<file path="config.mk">
export PLATFORM = sky130hd
export DESIGN_NAME = alu_cmd_sequencer
export DESIGN_NICKNAME = d
export VERILOG_FILES = /design/src/rtl/alu_cmd_sequencer.sv
export SDC_FILE = /design/constraint.sdc
export NUM_CORES = 1
export LEC_CHECK = 0
export BUFFER_PORTS_ARGS = -buffer_cell sky130_fd_sc_hd__buf_2
export CELL_PAD_IN_SITES_DETAIL_PLACEMENT = 1
export CELL_PAD_IN_SITES_GLOBAL_PLACEMENT = 1
export CORE_UTILIZATION = 40
export CTS_BUF_LIST = sky130_fd_sc_hd__clkbuf_2 sky130_fd_sc_hd__clkbuf_4 sky130_fd_sc_hd__clkbuf_8
export DETAILED_ROUTE_END_ITERATION = 16
export GPL_TIMING_DRIVEN = 0
export HOLD_SLACK_MARGIN = 0.1
export PLACE_DENSITY_LB_ADDON = 0.1
export SYNTH_ARGS = -nofsm -noshare
export SYNTH_HDL_FRONTEND = slang
export SYNTH_SLANG_ARGS = --single-unit
</file>
<file path="constraint.sdc">
create_clock -name clk -period 2.5 [get_ports clk]
set_input_delay 0.25 -clock clk [delete_from_list [all_inputs] [get_ports clk]]
set_output_delay 0.25 -clock clk [all_outputs]
set_load 0.01 [all_outputs]
</file>
<file path="src/rtl/alu_cmd_sequencer.sv">
// alu_cmd_sequencer: command-side master for an 8-bit combinational ALU.
// Takes register-level commands over valid/ready, reads operands from a small
// register file, drives the ALU, writes the result back and returns a response.
// Optional build macro ALU_SEQ_CMD_QUEUE_EN adds a 2-entry command FIFO in front
// of the FSM so commands can be accepted while a previous one is still running.
module alu_cmd_sequencer #(
    parameter int WIDTH   = 8,
    parameter int NREGS   = 4,
    parameter int RAW     = 2,
    parameter int ALU_LAT = 1
) (
    input  logic             clk,
    input  logic             rst_n,
    input  logic             cmd_valid,
    output logic             cmd_ready,
    input  logic [2:0]       cmd_op,
    input  logic [RAW-1:0]   cmd_dst,
    input  logic [RAW-1:0]   cmd_sa,
    input  logic [RAW-1:0]   cmd_sb,
    input  logic             cmd_use_imm,
    input  logic [WIDTH-1:0] cmd_imm,
    input  logic             cmd_use_c,
    output logic [WIDTH-1:0] alu_a,
    output logic [WIDTH-1:0] alu_b,
    output logic [2:0]       alu_op,
    output logic             alu_cin,
    input  logic [WIDTH-1:0] alu_out,
    input  logic             alu_cout,
    input  logic             alu_cflag,
    input  logic             alu_zflag,
    output logic             rsp_valid,
    input  logic             rsp_ready,
    output logic [WIDTH-1:0] rsp_data,
    output logic [2:0]       rsp_flags,
    input  logic [RAW-1:0]   rd_addr,
    output logic [WIDTH-1:0] rd_data
);

    localparam logic [1:0] S_IDLE = 2'd0;
    localparam logic [1:0] S_EXEC = 2'd1;
    localparam logic [1:0] S_WB   = 2'd2;
    localparam logic [1:0] S_RESP = 2'd3;

    localparam logic [2:0] LAT_LAST = 3'(ALU_LAT - 1);

    localparam logic [2:0] OP_ADD = 3'b000;
    localparam logic [2:0] OP_SUB = 3'b001;
    localparam logic [2:0] OP_CMP = 3'b101;

    typedef struct packed {
        logic [2:0]       op;
        logic [RAW-1:0]   dst;
        logic [RAW-1:0]   sa;
        logic [RAW-1:0]   sb;
        logic             use_imm;
        logic [WIDTH-1:0] imm;
        logic             use_c;
    } cmd_t;

    logic [1:0]       state_q, state_d;
    logic [2:0]       cnt_q, cnt_d;
    logic [WIDTH-1:0] rf_q [NREGS];
    logic             c_q, g_q, z_q;
    logic [WIDTH-1:0] alu_a_q, alu_b_q;
    logic [2:0]       alu_op_q;
    logic             alu_cin_q;
    logic [RAW-1:0]   dst_q;
    logic             rsp_valid_q;
    logic [WIDTH-1:0] rsp_data_q;

    cmd_t cmd_in;
    cmd_t sel;
    logic start;

    assign cmd_in = '{op: cmd_op, dst: cmd_dst, sa: cmd_sa, sb: cmd_sb,
                      use_imm: cmd_use_imm, imm: cmd_imm, use_c: cmd_use_c};

`ifdef ALU_SEQ_CMD_QUEUE_EN
    cmd_t       fifo_q [2];
    logic       wr_ptr_q, rd_ptr_q;
    logic [1:0] fifo_cnt_q;
    logic       push, pop;

    // Ready is withheld only when full, so push and pop never coincide on a full FIFO.
    assign cmd_ready = (fifo_cnt_q != 2'd2);
    assign push      = cmd_valid && cmd_ready;
    assign pop       = (state_q == S_IDLE) && (fifo_cnt_q != 2'd0);
    assign start     = pop;
    assign sel       = fifo_q[rd_ptr_q];

    // Command FIFO storage and occupancy.
    always_ff @(posedge clk or negedge rst_n) begin
        if (!rst_n) begin
            fifo_q[0]  <= '0;
            fifo_q[1]  <= '0;
            wr_ptr_q   <= 1'b0;
            rd_ptr_q   <= 1'b0;
            fifo_cnt_q <= 2'd0;
        end else begin
            if (push) begin
                fifo_q[wr_ptr_q] <= cmd_in;
                wr_ptr_q         <= ~wr_ptr_q;
            end
            if (pop) begin
                rd_ptr_q <= ~rd_ptr_q;
            end
            case ({push, pop})
                2'b10:   fifo_cnt_q <= fifo_cnt_q + 2'd1;
                2'b01:   fifo_cnt_q <= fifo_cnt_q - 2'd1;
                default: fifo_cnt_q <= fifo_cnt_q;
            endcase
        end
    end
`else
    // Without a queue the FSM takes the command straight off the port in IDLE.
    assign cmd_ready = (state_q == S_IDLE);
    assign start     = cmd_valid && cmd_ready;
    assign sel       = cmd_in;
`endif

    // Next-state and ALU-latency counter logic.
    always_comb begin
        state_d = state_q;
        cnt_d   = cnt_q;
        case (state_q)
            S_IDLE: begin
                if (start) begin
                    state_d = S_EXEC;
                    cnt_d   = 3'd0;
                end
            end
            S_EXEC: begin
                if (cnt_q == LAT_LAST) begin
                    state_d = S_WB;
                end else begin
                    cnt_d = cnt_q + 3'd1;
                end
            end
            S_WB:    state_d = S_RESP;
            S_RESP: begin
                if (rsp_ready) begin
                    state_d = S_IDLE;
                end
            end
            default: state_d = S_IDLE;
        endcase
    end

    // State register.
    always_ff @(posedge clk or negedge rst_n) begin
        if (!rst_n) begin
            state_q <= S_IDLE;
            cnt_q   <= 3'd0;
        end else begin
            state_q <= state_d;
            cnt_q   <= cnt_d;
        end
    end

    // Capture operands at command start; they drive the ALU unchanged until the next start.
    always_ff @(posedge clk or negedge rst_n) begin
        if (!rst_n) begin
            alu_a_q   <= '0;
            alu_b_q   <= '0;
            alu_op_q  <= 3'd0;
            alu_cin_q <= 1'b0;
            dst_q     <= '0;
        end else if (start) begin
            alu_a_q   <= rf_q[sel.sa];
            alu_b_q   <= sel.use_imm ? sel.imm : rf_q[sel.sb];
            alu_op_q  <= sel.op;
            alu_cin_q <= sel.use_c & c_q;
            dst_q     <= sel.dst;
        end
    end

    // Write-back of result and flags, and the response handshake.
    always_ff @(posedge clk or negedge rst_n) begin
        if (!rst_n) begin
            for (int i = 0; i < NREGS; i++) begin
                rf_q[i] <= '0;
            end
            c_q         <= 1'b0;
            g_q         <= 1'b0;
            z_q         <= 1'b0;
            rsp_valid_q <= 1'b0;
            rsp_data_q  <= '0;
        end else begin
            if (state_q == S_WB) begin
                rf_q[dst_q] <= alu_out;
                rsp_data_q  <= alu_out;
                rsp_valid_q <= 1'b1;
                z_q         <= alu_zflag;
                if (alu_op_q == OP_ADD || alu_op_q == OP_SUB) begin
                    c_q <= alu_cout;
                end
                if (alu_op_q == OP_CMP) begin
                    g_q <= alu_cflag;
                end
            end else if (state_q == S_RESP && rsp_ready) begin
                rsp_valid_q <= 1'b0;
            end
        end
    end

    assign alu_a     = alu_a_q;
    assign alu_b     = alu_b_q;
    assign alu_op    = alu_op_q;
    assign alu_cin   = alu_cin_q;
    assign rsp_valid = rsp_valid_q;
    assign rsp_data  = rsp_data_q;
    assign rsp_flags = {c_q, g_q, z_q};
    assign rd_data   = rf_q[rd_addr];

endmodule

</file>
==> flow_results.xml <==
<?xml version="1.0" encoding="UTF-8"?>
<metrics>
  <group name="worst_setup_path">
    <metric name="critical_path_buf_inv_count" unit="">2</metric>
    <metric name="critPathMaxStageDelay" unit="ns">0.54</metric>
    <metric name="cpLargestDelayFamily" unit="">simple AND/OR/NAND/NOR gates</metric>
    <metric name="worstSetupPathType" unit="">reg -&gt; reg</metric>
    <metric name="crit_path_max_fanout" unit="">8</metric>
    <metric name="required" unit="ns">2.73</metric>
    <metric name="start_kind" unit="">flop</metric>
    <metric name="crit_path_end_kind" unit="">flop</metric>
    <metric name="critical_path_cell_count" unit="">5</metric>
    <metric name="worst-r2r-cell-count" unit="">5</metric>
    <metric name="cp_cell_sequence" unit="">inv_1, ha_1, buf_2, nor3b_4, mux2_2</metric>
    <metric name="worstPathArrival" unit="ns">2.15</metric>
    <metric name="critPathSlowestCell" unit="">sky130_fd_sc_hd__nor3b_4</metric>
  </group>
  <group name="cts">
    <metric name="htree_num_levels" unit="">3</metric>
    <metric name="clkTransAtPathRegs" unit="ns">0.09</metric>
    <metric name="cts.root.buffer_cell" unit="">sky130_fd_sc_hd__clkbuf_8</metric>
    <metric name="post_cts.repair.setup_buffers" unit="">0</metric>
    <metric name="cts_resized" unit="">0</metric>
    <metric name="post_cts_hold_buffer_count" unit="">6</metric>
    <metric name="clock_insertion_delay_worst_skew" unit="ns">0.36</metric>
    <metric name="clockBufferDepth" unit="">2</metric>
    <metric name="cts_tree" unit="">yes</metric>
    <metric name="cts-buffers-inserted" unit="">9</metric>
    <metric name="cts.sink_count" unit="">71</metric>
  </group>
  <group name="timing">
    <metric name="period_needed" unit="ns">1.92</metric>
    <metric name="report.final.setup_viol" unit="">0</metric>
    <metric name="final.setup.tns" unit="ns">0</metric>
    <metric name="timing.final.max_slew_violations" unit="">0</metric>
    <metric name="worst_slew_margin_rel" unit="">0.584</metric>
    <metric name="rsz_0062_raised_after_global_routing" unit="">no</metric>
    <metric name="timing_limited_maximum_frequency" unit="GHz">0.522</metric>
    <metric name="final-hold-violation-count" unit="">0</metric>
    <metric name="worst-slew-pin-transition" unit="ns">0.622</metric>
    <metric name="setup_skew" unit="ns">0.0137</metric>
    <metric name="layout_worst_path_cycle_share" unit="">0.767</metric>
  </group>
  <group name="die">
    <metric name="dieArea" unit="um2">9260</metric>
    <metric name="core" unit="um2">8680</metric>
    <metric name="fp.dieW" unit="um">96.2</metric>
    <metric name="die_y" unit="um">96.2</metric>
    <metric name="number_of_i_o_pins" unit="">77</metric>
    <metric name="row_count" unit="">34</metric>
    <metric name="initial_core_util" unit="">0.409</metric>
  </group>
  <group name="logic_synthesis">
    <metric name="syn_area_per_cell" unit="um2">13.0</metric>
    <metric name="seq_total_area_yosys" unit="">0.500</metric>
    <metric name="ys.flop_type" unit="">sky130_fd_sc_hd__dfrtp_1</metric>
    <metric name="syn-cell-area" unit="um2">3550</metric>
    <metric name="postSynthCellCount" unit="">273</metric>
    <metric name="synth.ff_latch_count" unit="">71</metric>
    <metric name="yosysUniqueCellTypes" unit="">32</metric>
    <metric name="synth-edff-count" unit="">0</metric>
    <metric name="postSynth.asyncResetShare" unit="">1.00</metric>
    <metric name="synth_warnings" unit="">0</metric>
    <metric name="syn_nets" unit="">315</metric>
  </group>
  <group name="hold_path">
    <metric name="timing.hold.worst.class" unit="">in -&gt; reg</metric>
    <metric name="worst_hold_path.num_cells" unit="">2</metric>
  </group>
  <group name="status">
    <metric name="status" unit="">completed</metric>
  </group>
  <group name="detailed_routing">
    <metric name="avgRoutedWirePerCell" unit="um">18.8</metric>
    <metric name="drt_pass1_iterations" unit="">4</metric>
    <metric name="ant_nets" unit="">0</metric>
    <metric name="drc" unit="">0</metric>
    <metric name="drt-vias-per-instance" unit="">5.39</metric>
    <metric name="vias" unit="">2553</metric>
    <metric name="drt_first_iter_violations" unit="">86</metric>
    <metric name="routed_wl" unit="um">8910</metric>
  </group>
  <group name="final_layout">
    <metric name="area_growth" unit="%">21.8</metric>
    <metric name="post_route_cells_drive_above_1_share" unit="">0.478</metric>
    <metric name="antenna_cells" unit="">0</metric>
    <metric name="finalNetCount" unit="">403</metric>
  </group>
  <group name="grt">
    <metric name="grt_pass1_vias" unit="">2654</metric>
    <metric name="grt_antenna_before_repair" unit="">0</metric>
    <metric name="gr-usage-all-layers" unit="">0.215</metric>
    <metric name="global_route_wire_length_before_repair" unit="um">14300</metric>
    <metric name="pin_count_of_the_biggest_net_entering_global_routing" unit="">40</metric>
    <metric name="global_route.overflow_total" unit="">0</metric>
  </group>
  <group name="power">
    <metric name="p_leak" unit="uW">0.00197</metric>
    <metric name="power.ir.vdd_worst" unit="mV">0.432</metric>
    <metric name="power_dens_cells" unit="nW/um2">1210</metric>
    <metric name="total_power" unit="uW">5250</metric>
  </group>
  <group name="place">
    <metric name="place_congestion" unit="">0.769</metric>
    <metric name="port_buffers" unit="">70</metric>
    <metric name="dp_hpwl" unit="um">6320</metric>
  </group>
  <group name="flow_run">
    <metric name="cap_viol_max_count" unit="">0</metric>
  </group>
</metrics>
## area by class of cell
| type | count | area (um2) |
|---|---|---|
| buffer | 17 | 111 |
| clock buffer | 10 | 138 |
| clock inverter | 6 | 70.1 |
| fill | 957 | 4350 |
| inverter | 5 | 18.8 |
| multi-input combinational | 180 | 1640 |
| sequential | 71 | 1780 |
| tap | 108 | 135 |
| timing repair buffer | 77 | 433 |
## logic make-up after synthesis
group,synth area share
muxes,0.294
AOI/OAI and AO/OA,0.0585
DFF,0.500
and+or+nand+nor,0.0895
buffers and inverters,0.0366
adders and majority gates,0.0211
## power breakdown
group	total (uW)	leakage (uW)	switching (uW)	internal (uW)
Sequential	2140	0.000846	432	1710
Clock	955	0.0000947	464	491
Combinational	2160	0.00103	985	1180
## worst paths after layout
check / from / end / slack (ns)
worst max-delay path: state_q[0]$_DFFE_PN0P_ / rf_q[24]$_DFFE_PN0P_ / 0.58
worst min-delay path: alu_cout / c_q$_DFFE_PN0P_ / 0.12
worst max register to register: state_q[0]$_DFFE_PN0P_ / rf_q[24]$_DFFE_PN0P_ / 0.58
worst min register to register: alu_cin$_DFFE_PN0P_ / alu_cin$_DFFE_PN0P_ / 0.47
max in group asynchronous: rst_n / rf_q[24]$_DFFE_PN0P_ / 1.54
min in group asynchronous: rst_n / alu_op[0]$_DFFE_PN0P_ / 0.38
## stage by stage
step                      cell area (um2)  hold slack (ns)  setup slack, ns   util  std cells
after floorplan                      3550          -0.0456            0.924      -        273
after global placement               4040            0.440            0.595  0.465        451
after detailed placement             4060            0.233            0.578  0.468        452
after CTS                            4330            0.103            0.550  0.499        474
after global routing                 4330            0.121            0.455  0.499        474
final                                4330            0.123            0.583  0.499        474
## flip-flops by register name, summed over array words and instances, names as in the netlist
| register | count |
|---|---|
| alu_cin | 1 |
| c_q | 1 |
| rsp_valid | 1 |
| dst_q | 2 |
| state_q | 2 |
| alu_a | 8 |
| alu_op | 3 |
| g_q | 1 |
| rsp_data | 8 |
| z_q | 1 |
| alu_b | 8 |
| rf_q | 32 |
| cnt_q | 3 |
## cells in the final DEF, fill, tap and decap left out, drive strengths merged, types with 3 or more instances in the layout
master,netlist,final
nor2,9,9
dfrtp,71,71
inv,5,5
clkbuf,5,15
a222oi,8,8
ha,6,6
o21ai,5,5
clkinvlp,0,3
nand3,5,5
nand2,44,44
mux4,16,16
buf,12,83
dlygate4sd3,0,6
nand2b,3,3
a21oi,9,9
mux2,60,60
## metal layers
metal	share of wire	vias to the layer above	global-route usage	routed length, um
met5	0	-	0	0
met3	0.046	17	0.0363	410
met4	0.019	0	0.0896	168
met1	0.48	1294	0.314	4280
met2	0.45	74	0.313	4050
li1	-	1168	-	-
## synth_stat cells, types with 2 or more instances
cell,count,share of area
sky130_fd_sc_hd__a21oi_1,9,0.013
sky130_fd_sc_hd__a222oi_1,8,0.023
sky130_fd_sc_hd__a22o_1,2,0.0049
sky130_fd_sc_hd__buf_1,2,0.0021
sky130_fd_sc_hd__buf_2,4,0.0056
sky130_fd_sc_hd__buf_4,3,0.0063
sky130_fd_sc_hd__buf_6,2,0.0063
sky130_fd_sc_hd__clkbuf_1,5,0.0053
sky130_fd_sc_hd__dfrtp_1,71,0.50
sky130_fd_sc_hd__ha_1,6,0.021
sky130_fd_sc_hd__inv_1,5,0.0053
sky130_fd_sc_hd__mux2_2,58,0.18
sky130_fd_sc_hd__mux2_4,2,0.0085
sky130_fd_sc_hd__mux4_2,16,0.10
sky130_fd_sc_hd__nand2_1,44,0.047
sky130_fd_sc_hd__nand2b_1,3,0.0053
sky130_fd_sc_hd__nand3_1,5,0.0070
sky130_fd_sc_hd__nand3b_1,2,0.0042
sky130_fd_sc_hd__nor2_1,9,0.0095
sky130_fd_sc_hd__o21ai_0,5,0.0070
(Power assumes the default switching activity.)
